$ cat src/rtl/key_beep_driver.sv
// Turns each debounced key press into BEEP_NUM tone bursts on a passive buzzer; registered outputs, 1-cycle start latency.
// Define KEY_BEEP_RETRIGGER_EN to let a press during an active pattern restart it instead of being ignored.
module key_beep_driver #(
    parameter logic [15:0] TONE_HALF = 16'd25_000,
    parameter logic [23:0] ON_CYC    = 24'd5_000_000,
    parameter logic [23:0] OFF_CYC   = 24'd5_000_000,
    parameter logic [3:0]  BEEP_NUM  = 4'd3
) (
    input  logic sys_clk,
    input  logic sys_rst_n,
    input  logic key_flt,
    output logic beep,
    output logic busy,
    output logic done
);

    typedef enum logic [1:0] {
        S_IDLE = 2'd0,
        S_ON   = 2'd1,
        S_GAP  = 2'd2
    } state_t;

    state_t      state_q, state_d;
    logic [15:0] tone_cnt_q, tone_cnt_d;
    logic [23:0] dur_cnt_q, dur_cnt_d;
    logic [3:0]  rep_cnt_q, rep_cnt_d;
    logic        beep_q, beep_d;
    logic        busy_q;
    logic        done_q, done_d;
    logic        key_prev_q;
    logic        armed_q;
    logic        press;
    logic        start;

    // armed_q masks the first cycle after reset so a key already held low never looks like a fresh press
    assign press = armed_q & key_prev_q & ~key_flt;

`ifdef KEY_BEEP_RETRIGGER_EN
    assign start = press & ~done_q;
`else
    assign start = press & (state_q == S_IDLE) & ~done_q;
`endif

    always_comb begin
        state_d    = state_q;
        tone_cnt_d = tone_cnt_q;
        dur_cnt_d  = dur_cnt_q;
        rep_cnt_d  = rep_cnt_q;
        beep_d     = beep_q;
        done_d     = 1'b0;

        case (state_q)
            S_IDLE: begin
                beep_d = 1'b0;
            end
            S_ON: begin
                if (dur_cnt_q == ON_CYC - 24'd1) begin
                    beep_d     = 1'b0;
                    dur_cnt_d  = 24'd0;
                    tone_cnt_d = 16'd0;
                    if (rep_cnt_q == BEEP_NUM - 4'd1) begin
                        state_d = S_IDLE;
                        done_d  = 1'b1;
                    end else begin
                        state_d = S_GAP;
                    end
                end else begin
                    dur_cnt_d = dur_cnt_q + 24'd1;
                    if (tone_cnt_q == TONE_HALF - 16'd1) begin
                        beep_d     = ~beep_q;
                        tone_cnt_d = 16'd0;
                    end else begin
                        tone_cnt_d = tone_cnt_q + 16'd1;
                    end
                end
            end
            S_GAP: begin
                beep_d = 1'b0;
                if (dur_cnt_q == OFF_CYC - 24'd1) begin
                    state_d    = S_ON;
                    beep_d     = 1'b1;
                    rep_cnt_d  = rep_cnt_q + 4'd1;
                    tone_cnt_d = 16'd0;
                    dur_cnt_d  = 24'd0;
                end else begin
                    dur_cnt_d = dur_cnt_q + 24'd1;
                end
            end
            default: begin
                state_d = S_IDLE;
                beep_d  = 1'b0;
            end
        endcase

        // A (re)start overrides whatever the current state decided, including completion
        if (start) begin
            state_d    = S_ON;
            beep_d     = 1'b1;
            tone_cnt_d = 16'd0;
            dur_cnt_d  = 24'd0;
            rep_cnt_d  = 4'd0;
            done_d     = 1'b0;
        end
    end

    always_ff @(posedge sys_clk or negedge sys_rst_n) begin
        if (!sys_rst_n) begin
            state_q    <= S_IDLE;
            tone_cnt_q <= 16'd0;
            dur_cnt_q  <= 24'd0;
            rep_cnt_q  <= 4'd0;
            beep_q     <= 1'b0;
            busy_q     <= 1'b0;
            done_q     <= 1'b0;
            key_prev_q <= 1'b1;
            armed_q    <= 1'b0;
        end else begin
            state_q    <= state_d;
            tone_cnt_q <= tone_cnt_d;
            dur_cnt_q  <= dur_cnt_d;
            rep_cnt_q  <= rep_cnt_d;
            beep_q     <= beep_d;
            busy_q     <= (state_d != S_IDLE);
            done_q     <= done_d;
            key_prev_q <= key_flt;
            armed_q    <= 1'b1;
        end
    end

    assign beep = beep_q;
    assign busy = busy_q;
    assign done = done_q;

endmodule

$ cat config.mk
export PLATFORM = sky130hd
export DESIGN_NAME = key_beep_driver
export DESIGN_NICKNAME = d
export VERILOG_FILES = /design/src/rtl/key_beep_driver.sv
export SDC_FILE = /design/constraint.sdc
export NUM_CORES = 1
export LEC_CHECK = 0
export BUFFER_PORTS_ARGS = -buffer_cell sky130_fd_sc_hd__buf_2
export CAP_MARGIN = 0
export CORE_MARGIN = 8
export CORE_UTILIZATION = 45
export CTS_CLUSTER_SIZE = 28
export DETAILED_ROUTE_END_ITERATION = 6
export PLACE_DENSITY = 0.61
export SYNTH_ARGS = -nofsm -noshare
export SYNTH_HDL_FRONTEND = slang
export SYNTH_SLANG_ARGS = --single-unit
$ cat constraint.sdc
create_clock -name sys_clk -period 2.3 [get_ports sys_clk]
set_input_delay 0 -clock sys_clk [delete_from_list [all_inputs] [get_ports sys_clk]]
set_output_delay 0 -clock sys_clk [all_outputs]
set_load 0.05 [all_outputs]
# After elaboration in Yosys (flattened, before gate mapping)
# Cells that the tools add are included.
# word_totals
elab_cells	60
in_bits	3
ff_bits	51
output_inout_bits	3
# op_classes
bitwise_logic	7
reduce_logical	9
n_eq_ne	7
n_addsub	3
mux	25
# ops
cell	n
24-bit two-way mux	3
16-bit two-way mux	4
16-bit case mux with 2 select lines	1
24-bit by 1-bit adder with 24-bit output, second input constant	1
24-bit by 23-bit == test with 1-bit output, second input constant	1
16-bit by 1-bit adder with 16-bit output, second input constant	1
16-bit by 15-bit == test with 1-bit output, second input constant	1
4-bit two-way mux	3
1-bit two-way mux	8
2-bit two-way mux	4
2-bit nonzero test	4
2-bit case mux with 3 select lines	1
4-bit by 1-bit adder with 4-bit output, second input constant	1
1-bit bitwise AND	4
4-bit by 2-bit == test with 1-bit output, second input constant	1
4-bit != test, second input constant	1
2-bit AND reduction	2
3-bit != test, second input constant	1
1-bit inverter	3
3-bit nonzero test	1
2-bit by 1-bit == test with 1-bit output, second input constant	1
2-bit == test, second input constant	1
2-bit logical NOT	1
1-bit case mux with 2 select lines	1
2-bit OR reduction	1

# Logic depth before layout (Yosys ltp)
# Gate-level depths: netlist (run 1).
# depth
word_depth	6
depth_mapped	9
mapped_depth_nobuf	8

# Least setup slack after synthesis (run 1)
# No wires, ideal clock.
# synth_timing
path_type	flip-flop to flip-flop
start	register done_q (netlist: done)
end	register dur_cnt_q[11]
required_ns	2.236
slack_ns	0.287
synth_period_minus_slack_ns	2.013
setup_time_ns	0.064
t_arrival_ns	1.949
path_buffers	1
stages_incl_launch_ff	8
cell_sequence	dfrtp_1 > and4b_1 > a21oi_1 > and3b_1 > clkbuf_1 > and2_0 > o22ai_1 > a21o_1
# synth_via
elab_chain_cells	3
word_cells_on_any_way	4
cone_classes	1 x mux; 2 x bitwise; 1 x reduce/logical
# synth_lines
item	line	source
start, declared	29	logic done_q, done_d;
start signal, assigned	124	done_q <= done_d;
1-bit inverter *	41	assign start = press & (state_q == S_IDLE) & ~done_q;
1-bit bitwise AND *	41	
24-bit two-way mux or 2-bit nonzero test (tied branches)	--	
end signal, assigned	120	dur_cnt_q <= dur_cnt_d;
end, declared	25	logic [23:0] dur_cnt_q, dur_cnt_d;
# Mark *: on every way between the ends. The rest lies on a longest branch, timed or not.
# A chain may end at the register's enable or synchronous reset.

# Worst setup path in the final report (run 1)
# layout_timing
start	register state_q[0]
end	register tone_cnt_q[15]
# layout_via
elab_chain_cells	5
word_cells_on_any_way	10
cone_classes	3 x eq/ne; 2 x mux; 2 x bitwise; 3 x reduce/logical
# layout_lines
item	line	source
start, declared	23	state_t state_q, state_d;
start signal, assigned	118	state_q <= state_d;
2-bit logical NOT	41	
1-bit bitwise AND (2 in a row)	41	
3-bit != test (no source line) or 3-bit nonzero test (tied branches)	--	
2-bit AND reduction (no source line)	--	
end signal, assigned	119	tone_cnt_q <= tone_cnt_d;
end, declared	24	logic [15:0] tone_cnt_q, tone_cnt_d;
# Several ways; a longest one is shown, not always the timed one.

==> results.json, run 1 <==
{
  "status": "completed",
  "synth_area_leaders": "dfrtp_1 (45%), xor2_1 (7.3%), nor2_1 (5.7%), ha_1 (3.6%), nand4_1 (3.4%)",
  "synth_fa_ha_area_frac": 0.0362,
  "dieArea_um2": 8920,
  "syn_avg_cell_area_um2": 9.55,
  "cp_cell_sequence": "inv_1 -> ha_2 -> and3_1 -> nand4_1 -> o21ai_2 -> nand3_2 -> or4_1 -> a21oi_1",
  "power_frac_seq": 0.514,
  "sw_frac_of_total": 0.252,
  "drt-vias-per-instance": 5.56,
  "hold_class": "in -> async",
  "cell_internal_pwr_uw": 1480,
  "overflow": 0,
  "slew_headroom": 0.648,
  "drv_slew": 0,
  "seq_area_um2": 1280,
  "hpwl_um": 4130,
  "p_per_area_nw_per_um2": 636,
  "grt_start_max_net_pins": 21,
  "clock_latency_ns": 0.31,
  "hold_viol": 0,
  "arrival_ns": 2.39,
  "die_h_um": 94.4,
  "critical-path-max-stage-delay_ns": 0.49,
  "synth-main-ff-cell": "dfrtp_1",
  "fin_nets": 318,
  "holdWs_ns": 0.151,
  "setup_tns_ns": 0,
  "antenna_cells": 0,
  "ys_seq_area_frac": 0.461,
  "coreArea_um2": 5920,
  "synth.most_common_cell": "dfrtp_1",
  "ctsHtreeMaxLevel": 2,
  "gp_congestion": 0.812,
  "fin_crit_sh": 0.934,
  "path_class": "reg -> reg",
  "cts.sinks": 51,
  "tightest_slew_ns": 0.527,
  "synth_compound_area_frac": 0.0777,
  "die_w_um": 94.4,
  "ys_warn_count": 0,
  "multiInputGateArea_um2": 1410,
  "cp_max_fo": 6,
  "fmax_mhz": 465,
  "initial_core_util": 0.468,
  "worstSetupStartpointType": "register",
  "synth.largest_area_cell": "dfrtp_1",
  "first_global_vias": 2116,
  "syn-cell-area_um2": 2770,
  "synthMuxAreaShare": 0.00768,
  "syn_inst": 290,
  "synth-xor-area-share": 0.101,
  "cts_tree": "done",
  "wl_um": 5610,
  "cp_data_required_time_ns": 2.54,
  "cap_violations": 0,
  "clock_path_buffers": 2,
  "syn_nets": 301,
  "route.detailed.drc": 0,
  "async_flop_share": 1.00,
  "endpoint_kind": "register",
  "stdcell_count": 383,
  "comb_power_share": 0.108,
  "synth_top_family_by_area": "simple AND/OR/NAND/NOR gates",
  "drive_gt1_frac": 0.133,
  "clk_pin_slew_ns": 0.10,
  "synth_top_area_share": 0.452,
  "synth_simple_gate_area_frac": 0.284,
  "ys_ff_latch": 51,
  "grt_setup_unrepaired": "false",
  "grt_usage": 0.137,
  "rows": 28,
  "cts-buffers-inserted": 5,
  "areaGrowthSynthToFinish_pct": 12.1,
  "place_inst": 373,
  "min_period_ns": 2.15,
  "synth_edf_count": 0,
  "dr.first_iter.drc_count": 83,
  "switchingPower_uw": 498,
  "grt_pass1_wl_um": 9870,
  "ys_types": 54,
  "ios": 6,
  "cts_setup_buffers": 0,
  "vdd_ir_drop_max_mv": 0.296,
  "leakage_uw": 0.00140,
  "fill_cells": 527,
  "portBuffers": 5,
  "ant_nets": 0,
  "pwr-share-clk": 0.378,
  "wire_per_inst_um": 14.6,
  "root_buffer": "clkbuf_8",
  "antenna_found_initial": 0,
  "cp_slowest_cell": "or4_1",
  "setup_viol": 0,
  "firstDrtPassIters": 4,
  "vias": 2130,
  "skew_ns": 0.0116,
  "netlist_top_cells_count": "dfrtp_1 (50), nor2_1 (42), xor2_1 (23)"
}
sequential cells by signal, summed over array words and instances (netlist names):
register and cells:
armed_q 1, dur_cnt_q 24, key_prev_q 1, beep 1, done 1, busy 1, rep_cnt_q 4, tone_cnt_q 16
state_q 2
through the flow:
stage               total power, uW  setup WS [ns]  cell area, um2  utilization
floorplan                      1160          0.287            2770            -
global placement               1240          0.211            2940        0.497
detailed placement             1250          0.118            2940        0.497
CTS                            1990         0.0992            3100        0.523
global route                   2070         0.0266            3100        0.524
finish                         1980          0.152            3100        0.524
critical path, delay by kind of cell, from the launching register on:
family	cells	cell delay, ns
AOI/OAI and AO/OA	2	0.34
adders and majority gates	1	0.25
buffers and inverters	1	0.13
DFF	1	0.43
and+or+nand+nor	4	0.92
kinds of logic (layout without fill, tap and decap cells):
group,after synthesis,count (layout)
flops,51,51
simple gates,141,141
compound gates,34,34
mux,2,2
fa+ha+maj,8,8
buf+inv,21,39
other cells,1,1
xor+xnor,32,32
placed cells by master (no fill, tap or decap), types with 5 or more instances in the layout:
cell,n
xor2_1,23
xnor2_1,9
and3_1,8
nor2_1,42
a21oi_1,11
buf_4,13
nand4_1,15
dfrtp_1,50
nand2_1,18
buf_2,5
ha_1,7
nand3_1,13
o21ai_0,6
clkbuf_8,5
inv_1,11
layout make-up:
cell class,instances,share of cell area
inverter,11,0.0133
timing repair buffer,20,0.0459
tap,75,0.0302
clock buffer,5,0.0222
clock inverter,3,0.0218
multi-input combinational,218,0.455
sequential,51,0.412
path summary, 6_finish.rpt:
kind                           startpoint             end  slack [ns]  cells past startpoint
setup / recovery               state_q[0]  tone_cnt_q[15]        0.15                      8
hold / removal                  sys_rst_n            beep        0.15                      2
setup reg to reg               state_q[0]  tone_cnt_q[15]        0.15                      8
hold reg to reg            tone_cnt_q[15]  tone_cnt_q[15]        0.56                      2
max in group asynchronous       sys_rst_n      key_prev_q        1.52                      3
min in group sys_clk              key_flt      key_prev_q        0.34                      2
what timing repair did:
| item | in CTS | in global routing |
|---|---|---|
| endpoints found under the hold margin | 19 | 0 |
| endpoints found under the setup margin | 0 | 3 |
| gates resized for setup | 0 | 2 |
| hold buffers | 2 | 0 |
power groups by stage:
stage	Clock, uW	Combinational, uW	Sequential, uW
final	746	214	1020
after floorplan	0	138	1020
after detailed placement	0	215	1030
after global placement	0	209	1030
after CTS	755	217	1010
after global routing	802	243	1030
per-layer routing:
| metal | global-route usage | part of all wire | vias to the layer above |
|---|---|---|---|
| met1 | 0.184 | 0.50 | 1046 |
| li1 | - | - | 1047 |
| met3 | 0.0246 | 0.029 | 9 |
| met4 | 0.0555 | 0.017 | 0 |
| met2 | 0.211 | 0.45 | 28 |
| met5 | 0 | 0 | - |
Power figures use the tool's default switching activity.
==> run 2, diff against run 1 <==
==> constraint.sdc (replaced) <==
create_clock -name sys_clk -period 2.7 [get_ports sys_clk]
set_input_delay 0 -clock sys_clk [delete_from_list [all_inputs] [get_ports sys_clk]]
set_output_delay 0 -clock sys_clk [all_outputs]
set_load 0.05 [all_outputs]
==> run 2 against run 1 <==
Non-clock buffer count fell by 7. Wire length down 1.3%. Clock skew shrank 0.0016 ns. Register-to-register slack gained 0.30 ns. Clock power shrank 31%. Critical path depth unchanged. Sequential share of layout area grew 1.2 points. Power down 21%. Cell area shrank 2.9%. Combinational power shrank 17%. Sequential power decreased by 15%. Highest routed layer unchanged.
==> results.json, run 2 (synthesis gave the netlist of run 1 again) <==
{
  "cts.sinks": 51,
  "min_period_ns": 2.25,
  "fin_crit_sh": 0.832,
  "mostFrequentLayoutCells": "dfrtp_1 (50), nor2_1 (42), xor2_1 (23), nand2_1 (18), nand4_1 (15)",
  "vias": 2084,
  "grt_usage": 0.137,
  "fin_util": 0.509,
  "cts_resized": 0,
  "overflow": 0,
  "largestRegisters": "dur_cnt_q (24), tone_cnt_q (16), rep_cnt_q (4)",
  "route.detailed.drc": 0,
  "cts_tree": "done",
  "p_per_area_nw_per_um2": 515,
  "drv_slew": 0,
  "path_class": "reg -> reg",
  "cts.hold.buffers_added": 2,
  "coreArea_um2": 5920,
  "layout_commonest_cell": "dfrtp_1",
  "hold_class": "in -> async",
  "grt_start_max_net_pins": 52,
  "first_global_vias": 2103,
  "clk_pin_slew_ns": 0.09,
  "die_w_um": 94.4,
  "largest-register": "dur_cnt_q",
  "hpwl_um": 3890,
  "clock_latency_ns": 0.30,
  "worstSetupStartpointType": "register",
  "endpoint_kind": "register",
  "dieArea_um2": 8920,
  "initial_core_util": 0.468,
  "wl_um": 5540,
  "root_buffer": "clkbuf_8",
  "status": "completed",
  "tightest_slew_ns": 0.640,
  "reg2reg_slack_ns": 0.45,
  "cp_max_fo": 8,
  "fill_cells": 574,
  "wire_per_inst_um": 14.8,
  "cts-buffers-inserted": 5,
  "ctsHtreeMaxLevel": 2,
  "arrival_ns": 2.48,
  "dr.first_iter.drc_count": 81,
  "hold_viol": 0,
  "drive_gt1_frac": 0.103,
  "place_worst_setup_slack_ns": 0.499,
  "stdcell_count": 375,
  "drt-vias-per-instance": 5.56,
  "die_h_um": 94.4,
  "fmax_mhz": 445,
  "gp_congestion": 0.762,
  "areaGrowthSynthToFinish_pct": 8.90,
  "grt_setup_unrepaired": "false",
  "skew_ns": 0.00999,
  "largest_reg_flops": 24,
  "ant_nets": 0,
  "setup_tns_ns": 0,
  "grt_pass1_wl_um": 9920,
  "cts_setup_buffers": 0,
  "portBuffers": 5,
  "ios": 6,
  "rows": 28,
  "fin_nets": 311,
  "firstDrtPassIters": 4,
  "cp_data_required_time_ns": 2.94,
  "vdd_ir_drop_max_mv": 0.293,
  "leakage_uw": 0.00135,
  "clock_path_buffers": 2,
  "antenna_found_initial": 0,
  "slew_headroom": 0.573,
  "setup_ws_ns": 0.453,
  "antenna_cells": 0,
  "cap_violations": 0,
  "setup_viol": 0,
  "place_inst": 366
}
-- run 2: changes by cell type in the layout (fill, tap and decap cells not counted), sizes merged --
cell	previous run	this run
bufinv	2	1
buf	18	11
-- run 2: final timing paths --
check | from | to | depth (start not counted)
hold / removal | sys_rst_n | busy | 3
setup / recovery | state_q[0] | dur_cnt_q[11] | 8
setup reg to reg | state_q[0] | dur_cnt_q[11] | 8
max in group asynchronous | sys_rst_n | dur_cnt_q[10] | 3
min in group sys_clk | key_flt | key_prev_q | 2
hold reg to reg | tone_cnt_q[1] | tone_cnt_q[1] | 2
-- run 2: cell type report --
cell class	instances	area, um2	share of cell area
well taps	75	93.8	0.0311
clock inverters	2	37.5	0.0124
clock buffers	5	68.8	0.0228
multi-input cells	218	1410	0.466
repair buffers	13	90.1	0.0299
inverters	11	41.3	0.0137
flip-flops and latches	51	1280	0.424
-- run 2: routing by layer --
layer	GRT usage	wire, um	up-vias
li1	-	-	1029
met4	0.0343	31	0
met3	0.0325	222	2
met5	0	0	-
met1	0.179	2690	1007
met2	0.224	2600	46
-- run 2: critical path, cell delays in order (launching register included) --
cell	delay [ns]
dfrtp_1	0.40
inv_1	0.10
ha_1	0.23
and4b_1	0.21
a21oi_1	0.43
and3b_1	0.35
and2_0	0.20
o22ai_1	0.13
a21o_1	0.14
-- run 2: through the flow --
stage                     instance area, um2  total power [uW]  hold slack [ns]
final                                   3020              1550            0.346
after global routing                    3020              1640            0.349
after CTS                               3020              1570            0.354
after detailed placement                2890              1050            0.119
after global placement                  2890              1050            0.116
after floorplan                         2770               990           -0.296
-- run 2: report_power, final --
group / internal [uW] / switching, uW
Combinational: 74.3 / 103
Clock: 271 / 242
Sequential: 812 / 51.0
Total: 1160 / 396
